**src/rtl/down_counter_timer_if.sv**
```systemverilog
// -----------------------------------------------------------------------------
// down_counter_timer_if
//   Bundles the control and status signals of down_counter_timer.
//   Clock and reset are not part of the bundle.
//
//   Signals (direction as seen by the timer, i.e. the slave):
//     start   in   begin a countdown (used in IDLE only)
//     en      in   decrement enable (used in RUN only)
//     reload  in   auto-reload request (used in DONE only)
//     abort   in   cancel any countdown (used in every state)
//     initld  in   n-bit countdown start value
//     busy    out  high while counting (RUN)
//     done    out  high for the DONE cycle(s)
//     bo      out  borrow/zero flag, out == 0, combinational
//     out     out  n-bit registered count value
// -----------------------------------------------------------------------------
interface down_counter_timer_if #(
  parameter int n = 6
);
  logic         start;
  logic         en;
  logic         reload;
  logic         abort;
  logic [n-1:0] initld;
  logic         busy;
  logic         done;
  logic         bo;
  logic [n-1:0] out;

  // Controller side: drives requests, observes status.
  modport master (
    output start, en, reload, abort, initld,
    input  busy, done, bo, out
  );

  // Timer side.
  modport slave (
    input  start, en, reload, abort, initld,
    output busy, done, bo, out
  );
endinterface

```
**src/rtl/down_counter_timer.sv**
```systemverilog
// -----------------------------------------------------------------------------
// down_counter_timer
//   Loadable down-counter with start/busy/done sequencing. A start in IDLE
//   loads initld and counts down on each enabled cycle; reaching zero enters
//   DONE for one cycle (or reloads when reload is high). abort returns to IDLE
//   from any state without a done pulse.
//
//   Ports:
//     clk_i  in   system clock, all state changes on posedge
//     rst_i  in   synchronous active-high reset
//     bus    --   down_counter_timer_if.slave (start/en/reload/abort/initld
//                 in; busy/done/bo/out out)
// -----------------------------------------------------------------------------
module down_counter_timer #(
  parameter int n = 6
) (
  input  logic                  clk_i,
  input  logic                  rst_i,
  down_counter_timer_if.slave   bus
);

  typedef enum logic [1:0] {
    IDLE = 2'd0,
    RUN  = 2'd1,
    DONE = 2'd2
  } state_e;

  localparam logic [n-1:0] ONE = n'(1);

  state_e       state_q, state_d;
  logic [n-1:0] out_q, out_d;

  // NOTE: sequential state uses non-blocking assignments so every register
  // samples the pre-edge values regardless of statement order.
  always_ff @(posedge clk_i) begin
    if (rst_i) begin
      state_q <= IDLE;
      out_q   <= '0;
    end else begin
      state_q <= state_d;
      out_q   <= out_d;
    end
  end

  // NOTE: every output of this block gets a default first, so no path can
  // leave a signal unassigned and infer a latch.
  always_comb begin
    state_d = state_q;
    out_d   = out_q;

    if (bus.abort) begin
      state_d = IDLE;
      out_d   = '0;
    end else begin
      unique case (state_q)
        IDLE: begin
          if (bus.start) begin
            out_d   = bus.initld;
            // A zero load has nothing to count and finishes immediately.
            state_d = (bus.initld != '0) ? RUN : DONE;
          end
        end

        RUN: begin
          if (bus.en) begin
            // out is never 0 in RUN, so the decrement cannot wrap.
            out_d = out_q - ONE;
            if (out_q == ONE) begin
              state_d = DONE;
            end
          end
        end

        DONE: begin
          if (bus.reload) begin
            out_d   = bus.initld;
            state_d = (bus.initld != '0) ? RUN : DONE;
          end else begin
            out_d   = '0;
            state_d = IDLE;
          end
        end

        default: begin
          state_d = IDLE;
          out_d   = '0;
        end
      endcase
    end
  end

  assign bus.busy = (state_q == RUN);
  assign bus.done = (state_q == DONE);
  assign bus.bo   = (out_q == '0);
  assign bus.out  = out_q;

endmodule

```
**src/flat_wrapper.sv**
```systemverilog
// flat-port wrapper written by rule: the top's interface ports become plain ports
module down_counter_timer_flat 
#(
  parameter int n = 6
)
  (clk_i, rst_i, bus_start, bus_en, bus_reload, bus_abort, bus_initld, bus_busy, bus_done, bus_bo, bus_out);
  down_counter_timer_if #(.n(n)) bus_i ();
  input  logic clk_i;
  input  logic rst_i;
  input wire logic [$bits(bus_i.start)-1:0] bus_start;
  input wire logic [$bits(bus_i.en)-1:0] bus_en;
  input wire logic [$bits(bus_i.reload)-1:0] bus_reload;
  input wire logic [$bits(bus_i.abort)-1:0] bus_abort;
  input wire logic [$bits(bus_i.initld)-1:0] bus_initld;
  output wire logic [$bits(bus_i.busy)-1:0] bus_busy;
  output wire logic [$bits(bus_i.done)-1:0] bus_done;
  output wire logic [$bits(bus_i.bo)-1:0] bus_bo;
  output wire logic [$bits(bus_i.out)-1:0] bus_out;
  assign bus_i.start = bus_start;
  assign bus_i.en = bus_en;
  assign bus_i.reload = bus_reload;
  assign bus_i.abort = bus_abort;
  assign bus_i.initld = bus_initld;
  assign bus_busy = bus_i.busy;
  assign bus_done = bus_i.done;
  assign bus_bo = bus_i.bo;
  assign bus_out = bus_i.out;
  down_counter_timer #(.n(n)) u_core (.clk_i(clk_i), .rst_i(rst_i), .bus(bus_i));
endmodule
```
**config.mk**
```make
export PLATFORM = sky130hd
export DESIGN_NAME = down_counter_timer_flat
export DESIGN_NICKNAME = d
export VERILOG_FILES = /design/src/rtl/down_counter_timer_if.sv /design/src/rtl/down_counter_timer.sv /design/src/flat_wrapper.sv
export SDC_FILE = /design/constraint.sdc
export NUM_CORES = 1
export LEC_CHECK = 0
export ABC_AREA = 1
export CELL_PAD_IN_SITES_DETAIL_PLACEMENT = 1
export CELL_PAD_IN_SITES_GLOBAL_PLACEMENT = 1
export CORE_MARGIN = 5
export CORE_UTILIZATION = 30
export CTS_BUF_LIST = sky130_fd_sc_hd__clkbuf_4 sky130_fd_sc_hd__clkbuf_8
export CTS_CLUSTER_SIZE = 25
export DETAILED_ROUTE_END_ITERATION = 16
export HOLD_SLACK_MARGIN = 0.15
export PLACE_DENSITY = 0.78
export SLEW_MARGIN = 0
export SYNTH_ARGS = -nofsm -noshare
export SYNTH_HDL_FRONTEND = slang
export SYNTH_SLANG_ARGS = --single-unit
export TNS_END_PERCENT = 5
```
**constraint.sdc**
```tcl
create_clock -name clk_i -period 1.33 [get_ports clk_i]
set_input_delay 0.1995 -clock clk_i [delete_from_list [all_inputs] [get_ports clk_i]]
set_output_delay 0.1995 -clock clk_i [all_outputs]
set_load 0.01 [all_outputs]
```
==> flow_metrics.tcl, run 1 <==
set metrics [dict create \
    cts_buffers 3 \
    final-setup-viol-count 1 \
    synth.distinct_cells 22 \
    cp-end-kind "output pin" \
    regArea_um2 164 \
    vias 752 \
    max-clock-path-buffers 2 \
    layout-drive-gt1-share 0.293 \
    worst_pin_slew_ns 0.299 \
    first_global_vias 716 \
    setup_slack_ns -0.0229 \
    io_pins 21 \
    antenna_cells 0 \
    cts.sinks 8 \
    critPathMaxFanout 2 \
    wl_per_cell_um 15.6 \
    synthCells 87 \
    htreeDepth 1 \
    syn_area_per_cell_um2 6.47 \
    postLayoutCoreUtil 0.529 \
    p_per_area_nw_per_um2 753 \
    ir_worst_vdd_mv 0.496 \
    finalCriticalPeriod_ns 1.35 \
    fmax_ghz 0.739 \
    clk_latency_ns 0.25 \
    wl_mm 2.31 \
    tns_ns -0.0229 \
    critPathLaunchType "flop" \
    worstPathArrival_ns 1.15 \
    worstSetupPathType "reg2out" \
    vias_per_cell 5.08 \
    firstDrtPassIters 2 \
    core_area_um2 1760 \
    min_path_type "reg2reg" \
    ys_warn_count 0 \
    start_util 0.319 \
    io_buffers 20 \
    fin_crit_sh 1.02 \
    fin_skew_ns 0.00778 \
    synth.net_count 101 \
    finalPower_uw 703 \
    gp_congestion 0.813 \
    hold_viol_final 0 \
    p_leak_uw 0.000446 \
    dieArea_um2 2840 \
    final.fill_count 255 \
    die_w_um 53.3 \
    grt_max_degree 8 \
    cts-root-buf "clkbuf_4" \
    slew_violations 0 \
    die_h_um 53.3 \
    cts_tree "built" \
    antenna_found_initial 0 \
    failed_checks "setup timing" \
    whs_ns 0.535 \
    drc 0 \
    nets 139 \
    syn2layout_area_growth_pct 65.8 \
    required_ns 1.13 \
    clkTransAtPathRegs_ns 0.06 \
    grt_first_pass_wirelength_mm 3.32 \
    std_cell_rows 15 \
    maxCapViolCount 0 \
    relSlewSlack 0.800 \
    multiInputGateArea_um2 367 \
    synth_seq_cells 8 \
    grt_overflow 0 \
    drt_iter0_markers 3 \
    track_usage 0.163 \
    dp_hpwl_mm 1.76 \
    rsz0062_at_grt "yes" \
    ant_nets 0 \
    outcome "finished, violations left" \
    syn_area_um2 563 \
    synth_seq_area_share 0.284 \
]
==> state kept, by name, indices dropped and copies added, names as in the netlist <==
register,count
u_core.bus.out,6
u_core.state_q,2
==> metal layers <==
metal,global-route usage,up-vias,part of all wire
met5,0,-,0
met1,0.202,368,0.43
li1,-,358,-
met3,0.0535,8,0.033
met2,0.280,18,0.52
met4,0.0128,0,0.022
==> through the flow <==
stage	std cells	worst slack, ns	instance area, um^2
global route	148	-0.105	933
global placement	144	-0.213	885
detailed placement	144	-0.262	885
floorplan	87	0.0858	563
finish	148	-0.0229	933
CTS	147	-0.0680	893
==> timing repair <==
action / in CTS / in global routing
setup endpoints to repair: 10 / 9
gates resized for setup: 14 / 11
hold buffers: 0 / 0
buffers inserted: 0 / 1
cloned: 0 / 0
pin swaps: 0 / 3
==> cells in the final DEF, fill, tap and decap left out, drive strengths merged, types with 2 or more instances in the layout <==
master	netlist	layout
a21oi	8	8
buf	0	14
clkbuf	0	3
clkdlybuf4s50	0	11
dfxtp	8	8
dlygate4sd2	0	7
ha	2	2
inv	15	15
nand2	26	26
nand3	4	4
nand4	3	3
nor2	9	9
nor3	2	2
o21ai	5	5
o22ai	2	2
==> synthesized netlist by cell type <==
master    instances  share of area
inv_2             2          0.013
o31ai_1           1          0.013
o22ai_1           2          0.022
inv_1            12          0.080
nand2_4           1          0.020
nor3_1            1         0.0089
ha_1              2          0.044
a211oi_2          1          0.022
nand2_2           1          0.011
dfxtp_1           8           0.28
o21ai_0           2          0.018
nand3_1           4          0.036
o21ai_1           2          0.018
nor2_1            9          0.060
nand3b_2          1          0.020
inv_4             1          0.011
a21oi_2           1          0.016
a21oi_1           7          0.062
nand4_1           3          0.033
nand2_1          24           0.16
nor3_2            1          0.018
o21ai_4           1          0.029
==> worst paths after layout <==
check / to / slack, ns / startpoint / depth (start not counted)
worst max-delay path: bus_bo / -0.02 / u_core.bus.out[1] / 5
worst min-delay path: u_core.state_q[1] / 0.53 / u_core.state_q[0] / 2
worst max register to register: u_core.bus.out[3] / 0.08 / u_core.state_q[1] / 7
worst min register to register: u_core.state_q[1] / 0.53 / u_core.state_q[0] / 2
==> final cells by class <==
class / count / area share
tap: 25 / 0.0335
multi-input combinational: 64 / 0.393
timing repair buffer: 33 / 0.308
sequential: 8 / 0.176
clock buffer: 3 / 0.0241
inverter: 15 / 0.0657
==> critical path, stage by stage (launching register included) <==
cell,delay [ns]
dfxtp_2,0.32
inv_2,0.08
ha_4,0.14
nand2_2,0.06
nor3_2,0.16
buf_2,0.15
==> logic make-up after synthesis <==
logic type,count (synthesis),synth area share
buf+inv,15,0.104
fa+ha+maj,2,0.0444
simple gates,45,0.367
flops,8,0.284
compound gates,17,0.200
==> where the power goes <==
group          internal (uW)  leakage (uW)  switching (uW)  total (uW)
registers                251     0.0000665            9.11         260
logic                    121      0.000365             135         256
clock network            103     0.0000138            83.6         187
No activity file was read; power rests on OpenSTA's default activity.
==> inputs of run 2 (changes only) <==
==> constraint.sdc (replaced) <==
create_clock -name clk_i -period 1.3 [get_ports clk_i]
set_input_delay 0.195 -clock clk_i [delete_from_list [all_inputs] [get_ports clk_i]]
set_output_delay 0.195 -clock clk_i [all_outputs]
set_load 0.01 [all_outputs]
==> run 2 against run 1 <==
  * The flow still finishes with violations (setup timing)
  * Routed wire length shrank 4.5%
  * Setup slack gained 0.012 ns
  * Sequential share of layout area down 0.077 points
  * Total power grew 2.3%
  * Largest cell class unchanged
  * Flip-flop and latch count is the same
  * Critical path depth stayed put
  * Clock skew fell by 0.0015 ns
  * First-iteration DRC count grew 100%
  * Worst hold slack gained 0.0083 ns
==> flow_metrics.tcl, run 2 (synthesis gave the netlist of run 1 again) <==
set metrics [dict create \
    gp_congestion 0.813 \
    std_cell_rows 15 \
    crit_slowest_cell "dfxtp_2" \
    worst_pin_slew_ns 0.295 \
    setup_slack_ns -0.0113 \
    dpl-instance-area_um2 885 \
    holdPathStages 2 \
    final-setup-viol-count 1 \
    slew_violations 0 \
    clk_latency_ns 0.25 \
    vias_per_cell 4.90 \
    htreeDepth 1 \
    rr_worst_depth 9 \
    worstSetupPathType "reg2out" \
    vias 725 \
    cts.sinks 8 \
    cp_top_family "flip-flops" \
    crit_buf_inv 2 \
    critPathMaxFanout 4 \
    p_leak_uw 0.000450 \
    postLayoutCoreUtil 0.535 \
    antenna_cells 0 \
    nets 139 \
    core_area_um2 1760 \
    track_usage 0.163 \
    p_sw_uw 232 \
    cts_hold_buf 0 \
    firstDrtPassIters 4 \
    finalCriticalPeriod_ns 1.31 \
    worstPathArrival_ns 1.12 \
    layout_common_cells "nand2_1 (23), buf_4 (12), clkdlybuf4s50_1 (11), inv_1 (10), nor2_1 (8)" \
    first_global_vias 716 \
    regArea_um2 165 \
    rsz0062_at_grt "yes" \
    relSlewSlack 0.803 \
    max-clock-path-buffers 2 \
    outcome "finished, violations left" \
    cp_cell_sequence "inv_2 -> ha_4 -> nand2_2 -> nor3_2 -> buf_2" \
    drt_iter0_markers 6 \
    die_w_um 53.3 \
    comb_power_share 0.362 \
    maxCapViolCount 0 \
    grt_overflow 0 \
    final_cells 148 \
    cts-root-buf "clkbuf_4" \
    grt_first_pass_wirelength_mm 3.32 \
    largest_reg_flops 6 \
    required_ns 1.11 \
    preCtsSetupSlack_ns -0.287 \
    finalPower_uw 719 \
    internal-power_uw 486 \
    cts_tree "built" \
    ant_nets 0 \
    grt_max_degree 8 \
    clkPwrFrac 0.267 \
    ir_worst_vdd_mv 0.514 \
    cts_buffers 3 \
    wl_mm 2.20 \
    wl_per_cell_um 14.9 \
    syn2layout_area_growth_pct 67.8 \
    fmax_ghz 0.763 \
    final.fill_count 249 \
    fin_skew_ns 0.00627 \
    failed_checks "setup timing" \
    die_h_um 53.3 \
    cp-end-kind "output pin" \
    p_per_area_nw_per_um2 761 \
    start_util 0.319 \
    dieArea_um2 2840 \
    critPathLaunchType "flop" \
    finalInstanceArea_um2 945 \
    seq_power_share 0.371 \
    layout_commonest_cell "nand2_1" \
    antenna_found_initial 0 \
    multiInputGateArea_um2 377 \
    clkTransAtPathRegs_ns 0.06 \
    layout-drive-gt1-share 0.309 \
    sw_frac_of_total 0.323 \
    dp_hpwl_mm 1.76 \
    hold_viol_final 0 \
    dp.cells 144 \
    cpPeakStageDelay_ns 0.32 \
    fin_crit_sh 1.01 \
    worst-path-stages 5 \
    min_path_type "reg2reg" \
    io_buffers 20 \
    io_pins 21 \
    drc 0 \
]
## run 2: changes by cell type in the layout (fill, tap and decap cells not counted)
cell	previous run	this run
dfxtp_1	5	4
dfxtp_2	3	4
nand2_2	2	1
nand2_4	1	2
o31ai_1	1	0
o31ai_2	0	1
## run 2: metal layers
layer | wire length [um] | track usage | up-vias
met3 | 86 | 0.0535 | 2
met5 | 0 | 0 | -
met4 | 9 | 0.0128 | 0
met2 | 1150 | 0.280 | 16
met1 | 953 | 0.202 | 351
li1 | - | - | 356
## run 2: final timing paths
kind,startpoint,slack [ns],end
max,u_core.bus.out[0],-0.01,bus_bo
min,u_core.state_q[0],0.54,u_core.state_q[1]
max reg2reg,u_core.bus.out[0],0.06,u_core.bus.out[4]
min reg2reg,u_core.state_q[0],0.54,u_core.state_q[1]
## run 2: worst register-to-register path: stages (launching register included)
cell,delay (ns)
dfxtp_2,0.32
inv_2,0.09
ha_4,0.14
nand2_2,0.06
buf_4,0.14
nand2_1,0.05
nand2_1,0.05
o21ai_1,0.12
nand2_1,0.07
a21oi_1,0.13
## run 2: layout make-up
type                            instances  area share
Inverter                               15      0.0649
Multi-Input combinational cell         64       0.399
Tap cell                               25      0.0331
Timing Repair Buffer                   33       0.305
Clock buffer                            3      0.0238
Sequential cell                         8       0.175
## run 2: timing repair
item,CTS,global route
setup buffers,0,1
pin swaps,0,2
gates resized for setup,15,13
setup endpoints to repair,15,9
## run 2: power by group through the flow
stage	registers, uW	logic, uW	clock network (uW)
floorplan	276	113	0
global placement	268	245	0
detailed placement	269	256	0
CTS	265	244	197
global route	267	284	212
finish	267	260	192
## run 2: stage by stage
step                      hold slack, ns  setup TNS (ns)
after detailed placement           0.553           -1.39
after global routing               0.563          -0.125
after CTS                          0.536         -0.0883
after floorplan                    0.376               0
after global placement             0.530          -0.732
final                              0.543         -0.0113
==> inputs of run 3 (changes only) <==
--- a/config.mk
+++ b/config.mk
@@ -6,6 +6,7 @@
 export NUM_CORES = 1
 export LEC_CHECK = 0
 export ABC_AREA = 1
+export CAP_MARGIN = 40
 export CELL_PAD_IN_SITES_DETAIL_PLACEMENT = 1
 export CELL_PAD_IN_SITES_GLOBAL_PLACEMENT = 1
 export CORE_MARGIN = 5
@@ -13,6 +14,7 @@
 export CTS_BUF_LIST = sky130_fd_sc_hd__clkbuf_4 sky130_fd_sc_hd__clkbuf_8
 export CTS_CLUSTER_SIZE = 25
 export DETAILED_ROUTE_END_ITERATION = 16
+export GPL_ROUTABILITY_DRIVEN = 0
 export HOLD_SLACK_MARGIN = 0.15
 export PLACE_DENSITY = 0.78
 export SLEW_MARGIN = 0
==> results of run 3 <==
The final DEF is identical to that of run 2; final timing and power are the same.
